`src/rtl/rr_arbiter8_pkg.sv`:
```
// Shared constants and state encoding for the 8-way round-robin arbiter.
// Imported by the winner picker and the arbiter top.
package rr_arbiter8_pkg;

  localparam int unsigned N_REQ           = 8;
  localparam int unsigned ID_W            = 3;
  localparam int unsigned DEFAULT_TIMEOUT = 15;

  typedef enum logic [1:0] {
    IDLE  = 2'd0,
    GRANT = 2'd1,
    GAP   = 2'd2
  } state_t;

  // Active-low one-hot grant vector for a given owner index.
  function automatic logic [N_REQ-1:0] gnt_decode(input logic [ID_W-1:0] id);
    logic [N_REQ-1:0] v;
    v     = '1;
    v[id] = 1'b0;
    return v;
  endfunction

endpackage

```
`src/rtl/rr_arbiter8_pick.sv`:
```
// Combinational round-robin winner search: the first requesting index at or
// after ptr, scanning upward and wrapping from 7 back to 0.
module rr_pick8
  import rr_arbiter8_pkg::*;
(
  input  logic [N_REQ-1:0] req,
  input  logic [ID_W-1:0]  ptr,
  output logic [ID_W-1:0]  id,
  output logic             any
);

  logic [ID_W-1:0] idx;

  always_comb begin
    id  = '0;
    any = 1'b0;
    idx = '0;
    for (int i = 0; i < N_REQ; i++) begin
      idx = ptr + ID_W'(i);
      if (!any && req[idx]) begin
        id  = idx;
        any = 1'b1;
      end
    end
  end

endmodule

```
`src/rtl/rr_arbiter8.sv`:
```
// 8-requester round-robin arbiter with a per-grant hold timeout and a
// one-cycle dead gap between owners. All outputs come straight from flops.
module rr_arbiter8
  import rr_arbiter8_pkg::*;
#(
  parameter int unsigned TIMEOUT = DEFAULT_TIMEOUT
) (
  input  logic             clk,
  input  logic             rst_n,
  input  logic [N_REQ-1:0] iReq,
  input  logic             iDone,
  output logic [N_REQ-1:0] oGnt,
  output logic [ID_W-1:0]  oGntId,
  output logic             oBusy,
  output logic             oTimeout
);

  localparam logic [7:0] HOLD_LAST = 8'(TIMEOUT - 1);

  state_t           state, state_nxt;
  logic [ID_W-1:0]  ptr, ptr_nxt;
  logic [7:0]       hold_cnt, hold_nxt;
  logic [N_REQ-1:0] gnt, gnt_nxt;
  logic [ID_W-1:0]  gnt_id, gnt_id_nxt;
  logic             busy, busy_nxt;
  logic             timeout, timeout_nxt;

  logic [ID_W-1:0]  pick_id;
  logic             pick_any;
  logic             owner_req;
  logic             hold_hit;
  logic             release_hit;

  rr_pick8 u_pick (
    .req (iReq),
    .ptr (ptr),
    .id  (pick_id),
    .any (pick_any)
  );

  assign owner_req   = iReq[gnt_id];
  assign hold_hit    = (hold_cnt == HOLD_LAST);
  assign release_hit = iDone || !owner_req;

  // Next-state and next-output logic; a grant ended by iDone never reports
  // a timeout even if the hold limit was reached on the same edge.
  always_comb begin
    state_nxt   = state;
    ptr_nxt     = ptr;
    hold_nxt    = hold_cnt;
    gnt_nxt     = gnt;
    gnt_id_nxt  = gnt_id;
    busy_nxt    = busy;
    timeout_nxt = 1'b0;
    case (state)
      IDLE: begin
        if (pick_any) begin
          state_nxt  = GRANT;
          ptr_nxt    = pick_id + ID_W'(1);
          hold_nxt   = '0;
          gnt_nxt    = gnt_decode(pick_id);
          gnt_id_nxt = pick_id;
          busy_nxt   = 1'b1;
        end
      end
      GRANT: begin
        hold_nxt = hold_cnt + 8'd1;
        if (release_hit || hold_hit) begin
          state_nxt   = GAP;
          gnt_nxt     = '1;
          busy_nxt    = 1'b0;
          timeout_nxt = hold_hit && !iDone;
        end
      end
      GAP: begin
        state_nxt = IDLE;
        gnt_nxt   = '1;
        busy_nxt  = 1'b0;
      end
      default: begin
        state_nxt = IDLE;
        gnt_nxt   = '1;
        busy_nxt  = 1'b0;
      end
    endcase
  end

  // Reset revokes any grant asynchronously.
  always_ff @(posedge clk or negedge rst_n) begin
    if (!rst_n) begin
      state    <= IDLE;
      ptr      <= '0;
      hold_cnt <= '0;
      gnt      <= '1;
      gnt_id   <= '0;
      busy     <= 1'b0;
      timeout  <= 1'b0;
    end else begin
      state    <= state_nxt;
      ptr      <= ptr_nxt;
      hold_cnt <= hold_nxt;
      gnt      <= gnt_nxt;
      gnt_id   <= gnt_id_nxt;
      busy     <= busy_nxt;
      timeout  <= timeout_nxt;
    end
  end

  assign oGnt     = gnt;
  assign oGntId   = gnt_id;
  assign oBusy    = busy;
  assign oTimeout = timeout;

endmodule

```
`config.mk`:
```
export PLATFORM = sky130hd
export DESIGN_NAME = rr_arbiter8
export DESIGN_NICKNAME = d
export VERILOG_FILES = /design/src/rtl/rr_arbiter8_pkg.sv /design/src/rtl/rr_arbiter8_pick.sv /design/src/rtl/rr_arbiter8.sv
export SDC_FILE = /design/constraint.sdc
export NUM_CORES = 1
export LEC_CHECK = 0
export CAP_MARGIN = 40
export CORE_MARGIN = 3
export CORE_UTILIZATION = 52
export DETAILED_ROUTE_END_ITERATION = 16
export PLACE_DENSITY = 0.74
export RECOVER_POWER = 100
export SLEW_MARGIN = 40
export SYNTH_ARGS = -nofsm -noshare
export SYNTH_HDL_FRONTEND = slang
export SYNTH_SLANG_ARGS = --single-unit
```
`constraint.sdc`:
```
create_clock -name clk -period 3.6 [get_ports clk]
set_clock_uncertainty 0.15 [all_clocks]
set_input_delay 0.36 -clock clk [delete_from_list [all_inputs] [get_ports clk]]
set_output_delay 0.36 -clock clk [all_outputs]
set_load 0.02 [all_outputs]
```
; After elaboration in Yosys (flattened, before gate mapping)
; Index checks and enable logic that the tools add are counted.
[classes]
n_eq_ne = 4
add_sub_neg = 9
n_lt_le_gt_ge = 11
bitwise_logic = 1
n_reduce_logical = 25
n_mux = 49
[op_table]
columns = op, count
row1 = less-than comparator 3 x 4 -> 1 bit (second input constant), 10
row2 = case mux 8 bit (2 select lines), 2
row3 = binary-select mux 1 bit (select 3 bit), 9
row4 = two-way mux 3 bit, 8
row5 = two-way mux 8 bit, 3
row6 = two-way mux 1 bit, 22
row7 = adder 3 bit (second input constant), 4
row8 = logical AND 1 bit, 9
row9 = zero test 1 bit, 9
row10 = adder 8 x 1 -> 8 bit (second input constant), 1
row11 = equality test 8 x 4 -> 1 bit (second input constant), 1
row12 = NOT 8 bit, 1
row13 = adder 3 x 1 -> 3 bit (second input constant), 2
row14 = adder 3 x 2 -> 3 bit (second input constant), 2
row15 = AND reduction 2 bit, 3
row16 = two-way mux 2 bit, 2
row17 = inequality test 2 bit (second input constant), 2
row18 = case mux 2 bit (2 select lines), 1
row19 = demux 1 bit (select 3 bit), 1
row20 = >= comparator 3 x 1 -> 1 bit (second input constant), 1
row21 = equality test 2 x 1 -> 1 bit (second input constant), 1
row22 = zero test 2 bit, 1
row23 = logical OR 1 bit, 2
row24 = case mux 1 bit (2 select lines), 1
row25 = nonzero test 2 bit, 1
[totals]
output_inout_bits = 13
inputBits = 11
reg_bits = 26
elab_cells = 106

; Logic depth before layout (Yosys ltp)
; Gate-level depths: netlist (run 1).
[logic_depth]
word_depth = 31
mapped_depth = 14
ltp_nobuf = 10

; Hierarchy
; From an unflattened synthesis (run 1), not the netlist that was laid out.
[hier_totals]
cells_unflattened = 226
hier_area_um2 = 2279.7
[modules_own_cells]
columns = mod, instances, area_each_um2, cells_per_inst, seq_area_each_um2
row1 = rr_arbiter8, 1, 1198.6, 105, 660.6
row2 = rr_pick8, 1, 1081.0, 121, 0.0

; Worst setup path after synthesis (run 1)
; No wires, ideal clock.
[synth_timing]
kind = register -> register
from = register ptr[0]
to = register ptr[2]
path_buffers = 3
period_less_slack_ps = 3374
path_slack_ps = 226
path_stages_with_launch = 14
t_required_ps = 3321
t_arrival_ps = 3095
setup_ps = 129
path_cell_list = dfrtp_1 -> buf_6 -> buf_12 -> inv_1 -> ha_1 -> buf_4 -> mux4_2 -> mux2i_1 -> a32o_2 -> and3_4 -> a311o_2 -> nor2_2 -> and2_4 -> a2111o_1
[synth_via]
elab_chain_cells = 25
elab_cells_between_ends = 55
cone_classes = add/sub (8) / mux (32) / reduce/logical (15)
[synth_rtl]
columns = item, line
row1 = from (decl), rr_arbiter8.sv:21  ; logic [ID_W-1:0] ptr, ptr_nxt;
row2 = from (signal assigned), rr_arbiter8.sv:100  ; ptr <= ptr_nxt;
row3 = "parallel branches: the longest is 25 deep, another holds adder 3 x 1 -> 3 bit", --
; Several ways; the timed one is not identified. The select of a mux whose other input is x is not followed.
; A chain may end at the register's enable or synchronous reset.

; Final worst setup path (run 1)
[layout_timing]
from = register ptr[1]
to = register ptr[2]
; Same word-level chain as after synthesis.

==> results of run 1 <==
[critical path, stage by stage (launching register included)]
cell	delay [ps]
dfrtp_1	370
inv_1	60
ha_2	470
mux4_2	540
mux2i_1	200
a32o_2	240
and3_4	230
o21ai_0	100
o21ai_0	300
nor3_1	170
a2111o_1	410
[flip-flops by register name, summed over array words and instances (netlist names)]
register  count
hold_cnt      8
oTimeout      1
ptr           3
oBusy         1
oGntId        3
oGnt          8
state         1
[metrics by stage]
stage                     area, µm²  setup slack, ps
after floorplan                2260            226.2
after global placement         2510            118.1
after detailed placement       2505            121.9
after CTS                      2560            154.2
after global routing           2560           -5.759
final                          2560            224.6
[synthesized netlist by cell type (all sizes together) (2+ instances only)]
master	number	area, µm²
nand3	8	40.04
ha	4	50.05
xor2	3	26.28
mux2i	10	107.6
nor2	27	103.9
o22ai	2	12.51
o21ai	17	85.08
buf	5	55.05
a32oi	3	33.79
dfrtp	17	425.4
nor3	5	25.02
a21o	4	32.53
a21oi	11	55.05
nand2b	2	15.02
inv	5	18.77
clkbuf	6	62.56
dfstp	8	210.2
a31oi	3	18.77
and2	10	68.82
o211ai	3	22.52
nor2b	3	21.27
nand2	19	71.32
and3	2	17.52
mux2	5	56.30
mux4	16	375.4
[timing repair]
item / 4_1_cts / 5_1_grt
resized for setup: 0 / 2
hold buffers: 1 / 0
endpoints found under the hold margin: 17 / 0
endpoints found under the setup margin: 0 / 6
[area by class of cell]
cell class / count / area [µm²] / share of cell area
Inverter: 5 / 18.77 / 0.007331
Tap cell: 50 / 62.56 / 0.02444
Clock buffer: 4 / 45.04 / 0.01760
Timing Repair Buffer: 34 / 305.3 / 0.1193
Multi-Input combinational cell: 183 / 1493 / 0.5831
Sequential cell: 25 / 635.6 / 0.2483
[worst max-delay path by stage]
stage	startpoint	endpoint	slack (ps)	depth (start not counted)
floorplan	ptr[0]	ptr[2]	230	13
global placement	iReq[2]	ptr[2]	120	9
detailed placement	iReq[3]	ptr[2]	120	9
CTS	ptr[1]	ptr[2]	150	10
global route	ptr[1]	ptr[2]	-6	10
finish	ptr[1]	ptr[2]	220	10
[kinds of logic after synthesis]
kind of cell / after synthesis
AOI/OAI and AO/OA: 60
xor gates and xnor gates: 4
adders and majority gates: 4
buffers and inverters: 16
DFF: 25
muxes: 31
and+or+nand+nor: 84
[power groups by stage]
stage / logic [W] / clock network, W / registers [W]
floorplan: 0.00154 / 0 / 0.000531
global placement: 0.00199 / 0 / 0.000474
detailed placement: 0.00199 / 0 / 0.000475
CTS: 0.00200 / 0.000169 / 0.000471
global route: 0.00220 / 0.000181 / 0.000478
finish: 0.00201 / 0.000163 / 0.000467
[metal layers]
layer,up-vias,wire length (µm),global-route usage
met3,5,238,0.03601
li1,912,-,-
met2,55,2240,0.2867
met5,-,0,0
met4,0,23,0.02923
met1,911,2374,0.3165
==> results by group, run 1 <==
STA
  – FMAX: 0.2963 GHz
  – Slew Limit Fails: 0
  – Final Hold Fails: 0
  – Tmin final: 3375 ps
  – Final hold slack: 348.9 ps
  – Final Cycle Share: 0.9376
  – Worst-margin pin slew: 1133 ps
  – Max_slew headroom: 0.2444
  – Final setup fails: 0
  – Setup_tns: 0 ps

Place
  – RePlAce Congestion: 0.8642
  – IO buf count: 23
  – DP Cell Count: 296
  – DP HPWL: 3.644 mm

Routing
  – Vias post-DR: 1883
  – DRC viols: 0
  – WL/cell: 16.20 µm
  – Via density: 6.256
  – Antenna Nets Post-Route: 0
  – DR iter-0 viols: 110
  – Total Wirelength: 4.876 mm
  – DR pass1 iterations: 4

Worst setup path
  – Startpoint Class: flop
  – R2r setup slk: 220 ps
  – Critical path data arrival time: 3380 ps
  – Worst Path Max Fanout: 9
  – Worst reg2reg endpoint: ptr[2]
  – Worst Reg-to-Reg Cells: 10
  – Critical path endpoint category: flop
  – Worst EP required: 3600 ps
  – Worst reg2reg startpoint: ptr[1]
  – Kind of critical path: reg2reg

GRT
  – Pin count of the biggest net entering global routing: 24
  – Vias in the first global route: 1705
  – Total global-route track usage: 0.1983
  – First-pass GRT wire length: 8.286 mm
  – Antenna violations before repair: 0
  – Total congestion overflow: 0

Layout
  – Layout cells sized above 1: 0.2271
  – Most common cell after layout, fill and taps aside: nor2_1
  – Non-filler instance count after layout: 301
  – Most frequent cells in the layout: nor2_1, nand2_1, dfrtp_1, o21ai_0, dlygate4sd3_1
  – Final core utilization: 0.6265
  – FILL cells: 332
  – Final nets: 267
  – Synthesis-to-layout area growth: 13.29%
  – Diode count: 0

Pwr
  – Total power: 0.002643 W
  – Clock Power Share: 0.062
  – Combinational share of power: 0.762
  – Leakage power: 0.9661 nW
  – Sequential power share: 0.177
  – Peak supply drop: 716.5 µV
  – Sw Ratio: 0.4820
  – Pwr Density: 1032 nW/µm²
  – P_int: 0.001369 W
  – Net switching power: 0.001274 W

Synth
  – Cell variety after synth: 66
  – Seq/Total Area, Yosys: 0.2813
  – Top_reg_cell synth: dfrtp_1
  – Largest family of logic cells by synthesized area: multiplexers
  – Post-Synth Simple-Gate Area: 0.1877
  – Post-synthesis mux area share: 0.2386
  – Mapped Nets: 239
  – Synth Cell Area: 2260 µm²
  – Syn_area_per_cell: 10.09 µm²
  – Syn Inst Count: 224
  – Post-Synth XOR/XNOR Area: 0.01550
  – Adder and majority cell fraction of the synthesized area: 0.02215
  – Compound-gate portion of the synthesized area: 0.1944
  – Number of synthesized flops with an enable pin: 0
  – Async set or reset register ratio after synthesis: 1.000
  – Synthesized flop and latch total: 25
  – Syn. warnings: 0

Clock tree
  – Reg clk slew, reported paths: 80 ps
  – CTS Buf Count: 3
  – Clock Path Buffers: 2
  – Clock Sinks: 25
  – CTS tree: built
  – Worst skew pair latency: 270 ps
  – # H-tree levels: 1
  – Clock root buffer: clkbuf_8
  – Post-CTS Setup Bufs: 0

Die
  – Starting Density: 0.5530
  – Die footprint: 5172 µm²
  – Die Span Y: 71.92 µm
  – I/O pin cnt: 24
  – Core Box Area: 4086 µm²
  – Num rows: 23
  – Die X: 71.92 µm

Run
  – Max_cap viols: 0

Hold path
  – Hold Crit Start: hold_cnt[7]
  – Hold depth: 1
  – HP Class: reg2reg
  – Hold Path Sink: hold_cnt[7]

Outcome
  – Status: finished clean
Power figures use the tool's default switching activity.
==> run 2: changes to the inputs <==
Settings changed: GPL_ROUTABILITY_DRIVEN set to 0.
==> run 2 against run 1 <==
- final cell count increased by 0.33%
- via count decreased by 0.11%
- highest routed layer unchanged
- largest power group unchanged
- non-clock buffer count is 1 higher
- sequential cell count is the same
- sequential share of layout area about the same
- sequential power decreased by 0.9%
- global-route usage up 1.2 points
==> results by group, run 2 (synthesis results as in run 1) <==
Worst setup path
  – Critical path data arrival time: 3370 ps
  – Slowest-stage cell, CP: mux4_2
  – Worst EP required: 3600 ps
  – CP max stage delay: 530 ps
  – CP Cell Sequence: inv_1 > ha_2 > mux4_2 > mux2i_1 > a32o_2 > and3_4 > o21ai_0 > o21ai_0 > nor3_1 > a2111o_1
  – Critical path endpoint category: flop
  – Kind of critical path: reg2reg
  – CP Buf/Inv Count: 1
  – CP top delay family: compound AO/OA/AOI/OAI gates
  – Worst Path Max Fanout: 9
  – Worst path most repeated cell: o21ai_0
  – Startpoint Class: flop

Die
  – Die footprint: 5172 µm²
  – I/O pin cnt: 24
  – Die Span Y: 71.92 µm
  – Core Box Area: 4086 µm²
  – Die X: 71.92 µm
  – Starting Density: 0.5530
  – Num rows: 23

Layout
  – Most common cell after layout, fill and taps aside: nor2_1
  – Diode count: 0
  – FILL cells: 350
  – Layout cells sized above 1: 0.2222
  – Most frequent cells in the layout: nor2_1, nand2_1, dfrtp_1, o21ai_0, dlygate4sd3_1
  – Register area: 635.6 µm²
  – Synthesis-to-layout area growth: 13.12%
  – Final nets: 268
  – Non-filler instance count after layout: 302
  – Multi-input logic area: 1484 µm²

Routing
  – DR iter-0 viols: 111
  – Vias post-DR: 1881
  – DRC viols: 0
  – DR pass1 iterations: 4
  – Total Wirelength: 4.932 mm
  – Antenna Nets Post-Route: 0
  – Via density: 6.228
  – WL/cell: 16.33 µm

STA
  – Tmin final: 3374 ps
  – Slew Limit Fails: 0
  – Final Cycle Share: 0.9372
  – Max_slew headroom: 0.2296
  – RSZ-0062 raised after global routing: no
  – FMAX: 0.2964 GHz
  – Setup_tns: 0 ps
  – Final setup fails: 0
  – Final Hold Fails: 0
  – Worst-margin pin slew: 1156 ps

Pwr
  – Net switching power: 0.001289 W
  – Sequential power share: 0.175
  – Sw Ratio: 0.4872
  – Combinational share of power: 0.764
  – Leakage power: 0.9658 nW
  – Pwr Density: 1035 nW/µm²
  – Clock Power Share: 0.061
  – P_int: 0.001357 W
  – Peak supply drop: 659.4 µV

Clock tree
  – # H-tree levels: 1
  – Clock root buffer: clkbuf_8
  – Worst skew pair latency: 260 ps
  – CTS Buf Count: 3
  – CTS tree: built
  – Reg clk slew, reported paths: 80 ps
  – Clock Path Buffers: 2
  – Clock Sinks: 25

GRT
  – Pin count of the biggest net entering global routing: 24
  – Total congestion overflow: 0
  – Vias in the first global route: 1850
  – First-pass GRT wire length: 8.852 mm
  – Total global-route track usage: 0.2105
  – Antenna violations before repair: 0

Run
  – Max_cap viols: 0

Place
  – DP Cell Count: 297
  – IO buf count: 23
  – DP HPWL: 3.818 mm

Hold path
  – HP Class: reg2reg

Outcome
  – Status: finished clean
[run 2: what timing repair did]
item | CTS | global route
hold buffers | 1 | 0
buffers inserted | 0 | 0
gates resized for setup | 0 | 2
endpoints found under the setup margin | 0 | 6
endpoints found under the hold margin | 17 | 0
[run 2: final cells by class]
class | count | area share
Multi-Input combinational cell | 183 | 0.5805
Tap cell | 50 | 0.02447
Sequential cell | 25 | 0.2487
Timing Repair Buffer | 35 | 0.1209
Clock buffer | 3 | 0.01615
Inverter | 5 | 0.007342
Clock inverter | 1 | 0.001958
[run 2: final timing paths]
kind	from	endpoint	slack, ps	cells past startpoint
min in group asynchronous	rst_n	hold_cnt[2]	700	2
setup / recovery	ptr[0]	ptr[2]	230	10
hold / removal	hold_cnt[7]	hold_cnt[7]	350	1
hold reg to reg	hold_cnt[7]	hold_cnt[7]	350	1
setup reg to reg	ptr[0]	ptr[2]	230	10
max in group asynchronous	rst_n	oGnt[1]	1830	3
[run 2: metal layers]
metal  GRT usage  routed length, µm
met1      0.3252               2439
met2      0.3224               2200
met3     0.02770                238
met4     0.03549                 54
met5           0                  0
[run 2: through the flow]
step / utilization / worst slack (ps) / instance area [µm²] / hold slack (ps) / power, W
global placement: 0.6160 / 236.5 / 2517 / 329.8 / 0.002487
detailed placement: 0.6148 / 159.9 / 2512 / 196.3 / 0.002515
global route: 0.6255 / 20.37 / 2556 / 376.8 / 0.002875
CTS: 0.6286 / 142.1 / 2569 / 349.9 / 0.002688
floorplan: - / 226.2 / 2260 / -85.59 / 0.002066
finish: 0.6255 / 226.1 / 2556 / 346.5 / 0.002646
[run 2: power groups by stage]
| stage | logic (W) | clock network (W) | registers (W) |
|---|---|---|---|
| 2_1_floorplan | 0.00154 | 0 | 0.000531 |
| 3_3_place_gp | 0.00201 | 0 | 0.000472 |
| 3_5_place_dp | 0.00204 | 0 | 0.000474 |
| 4_1_cts | 0.00205 | 0.000165 | 0.000469 |
| 5_1_grt | 0.00222 | 0.000172 | 0.000478 |
| 6_report | 0.00202 | 0.000160 | 0.000463 |
==> run 3: changes to the inputs <==
Settings changed: CORE_ASPECT_RATIO set to 1.75, GPL_TIMING_DRIVEN set to 0.
==> run 3 against run 2 <==
- fmax down 2.6%
- sequential cell count unchanged
- via count up 5.6%
- final cell count up 1.3%
- highest routed layer unchanged
- clock-buffer cell count up 1
- clock power about the same
- non-clock buffer count up 5
==> results by group, run 3 (synthesis results as in run 1) <==
Clock tree
  – CTS tree: built
  – CTS Buf Count: 3
  – Worst skew pair latency: 270 ps
  – Clock root buffer: clkbuf_8
  – Clock Sinks: 25
  – Reg clk slew, reported paths: 80 ps
  – # H-tree levels: 1
  – Clock Path Buffers: 2

Worst setup path
  – CP max stage delay: 530 ps
  – Startpoint Class: flop
  – Critical path endpoint category: flop
  – Slowest-stage cell, CP: mux4_2
  – CP Buf/Inv Count: 4
  – Worst Path Max Fanout: 10
  – Critical path data arrival time: 3460 ps
  – Kind of critical path: reg2reg
  – CP top delay family: compound AO/OA/AOI/OAI gates
  – Worst EP required: 3600 ps
  – CP Cell Sequence: buf_6 > buf_12 > clkinvlp_4 > ha_4 > buf_8 > mux4_2 > mux2i_4 > a32o_2 > and3_4 > a311o_2 > nor2_4 > and2_4 > a2111o_1

STA
  – Worst-margin pin slew: 1337 ps
  – Final Hold Fails: 0
  – Final setup fails: 0
  – Final Cycle Share: 0.9623
  – Slew Limit Fails: 0
  – Tmin final: 3464 ps
  – Max_slew headroom: 0.1089
  – Setup_tns: 0 ps
  – RSZ-0062 raised after global routing: no
  – FMAX: 0.2887 GHz

Die
  – Core Box Area: 4150 µm²
  – I/O pin cnt: 24
  – Num rows: 31
  – Die footprint: 5204 µm²
  – Die Span Y: 93.21 µm
  – Starting Density: 0.5445
  – Die X: 55.83 µm

Routing
  – DR iter-0 viols: 82
  – Total Wirelength: 5.689 mm
  – DRC viols: 0
  – Vias post-DR: 1986
  – WL/cell: 18.59 µm
  – DR pass1 iterations: 5
  – Via density: 6.490
  – Antenna Nets Post-Route: 0

Layout
  – Layout cells sized above 1: 0.2724
  – Final core utilization: 0.6602
  – Diode count: 0
  – Most common cell after layout, fill and taps aside: nor2_1
  – Final nets: 273
  – Multi-input logic area: 1574 µm²
  – Non-filler instance count after layout: 306
  – Synthesis-to-layout area growth: 21.26%
  – FILL cells: 340
  – Register area: 636.9 µm²
  – Final Cell Area: 2740 µm²
  – Most frequent cells in the layout: nor2_1, nand2_1, dfrtp_1, o21ai_0, dlygate4sd3_1

GRT
  – First-pass GRT wire length: 9.673 mm
  – Total congestion overflow: 0
  – Pin count of the biggest net entering global routing: 26
  – Total global-route track usage: 0.2312
  – Antenna violations before repair: 0
  – Vias in the first global route: 2020

Run
  – Max_cap viols: 0

Pwr
  – Sequential power share: 0.161
  – P_int: 0.001547 W
  – Peak supply drop: 685.5 µV
  – Sw Ratio: 0.4789
  – Clock Power Share: 0.055
  – Leakage power: 1.022 nW
  – Combinational share of power: 0.785
  – Pwr Density: 1084 nW/µm²
  – Net switching power: 0.001422 W

Outcome
  – Status: finished clean

Place
  – Placed Area: 2546 µm²
  – DP HPWL: 4.249 mm
  – IO buf count: 23
  – DP Cell Count: 296

Hold path
  – HP Class: reg2reg
-- run 3: cell count changes in the layout (fill, tap and decap cells not counted), sizes merged --
cell	delta
clkbuf	+4
buf	+2
clkinv	-1
clkinvlp	+1
inv	-1
-- run 3: cell type report --
class | count | area share
repair buffers | 30 | 0.1018
clock buffers | 4 | 0.01644
plain buffers | 10 | 0.04429
inverters | 5 | 0.008219
multi-input cells | 183 | 0.5744
flip-flops and latches | 25 | 0.2324
well taps | 49 | 0.02237
-- run 3: power by group through the flow --
stage / clock, W / sequential [W] / combinational (W)
finish: 0.000163 / 0.000477 / 0.00233
global route: 0.000174 / 0.000494 / 0.00253
CTS: 0.000168 / 0.000487 / 0.00220
detailed placement: 0 / 0.000490 / 0.00206
global placement: 0 / 0.000488 / 0.00203
floorplan: 0 / 0.000531 / 0.00154
-- run 3: path summary, 6_finish.rpt --
check	from	endpoint	slack [ps]	depth (start not counted)
worst min-delay path	hold_cnt[7]	hold_cnt[7]	350	1
worst max register to register	ptr[0]	ptr[2]	140	13
min in group asynchronous	rst_n	oGntId[2]	780	2
worst max-delay path	ptr[0]	ptr[2]	140	13
worst min register to register	hold_cnt[7]	hold_cnt[7]	350	1
max in group asynchronous	rst_n	ptr[1]	1650	2
-- run 3: what timing repair did --
item                                   4_1_cts  5_1_grt
gates cloned                                 0        0
buffers inserted                             3        3
pin swaps                                    3        2
hold buffers                                 1        0
gates resized for setup                     11        9
setup endpoints to repair                   18       14
endpoints found under the hold margin       17        0
-- run 3: layer usage --
layer / vias to the layer above / global-route usage / share of wire / routed length [µm]
li1: 928 / - / - / -
met1: 981 / 0.2574 / 0.38 / 2175
met3: 21 / 0.01657 / 0.028 / 162
met4: 0 / 0.1446 / 0.049 / 278
met2: 56 / 0.4200 / 0.54 / 3071
met5: - / 0 / 0 / 0
-- run 3: metrics by stage --
| step | power, W | hold WS [ps] | worst slack [ps] |
|---|---|---|---|
| after floorplan | 0.002066 | -85.59 | 226.2 |
| after global placement | 0.002521 | 328.1 | -313.5 |
| after detailed placement | 0.002549 | 222.7 | -347.6 |
| after CTS | 0.002851 | 347.7 | 34.34 |
| after global routing | 0.003195 | 369.6 | 3.806 |
| final | 0.002970 | 346.2 | 135.8 |
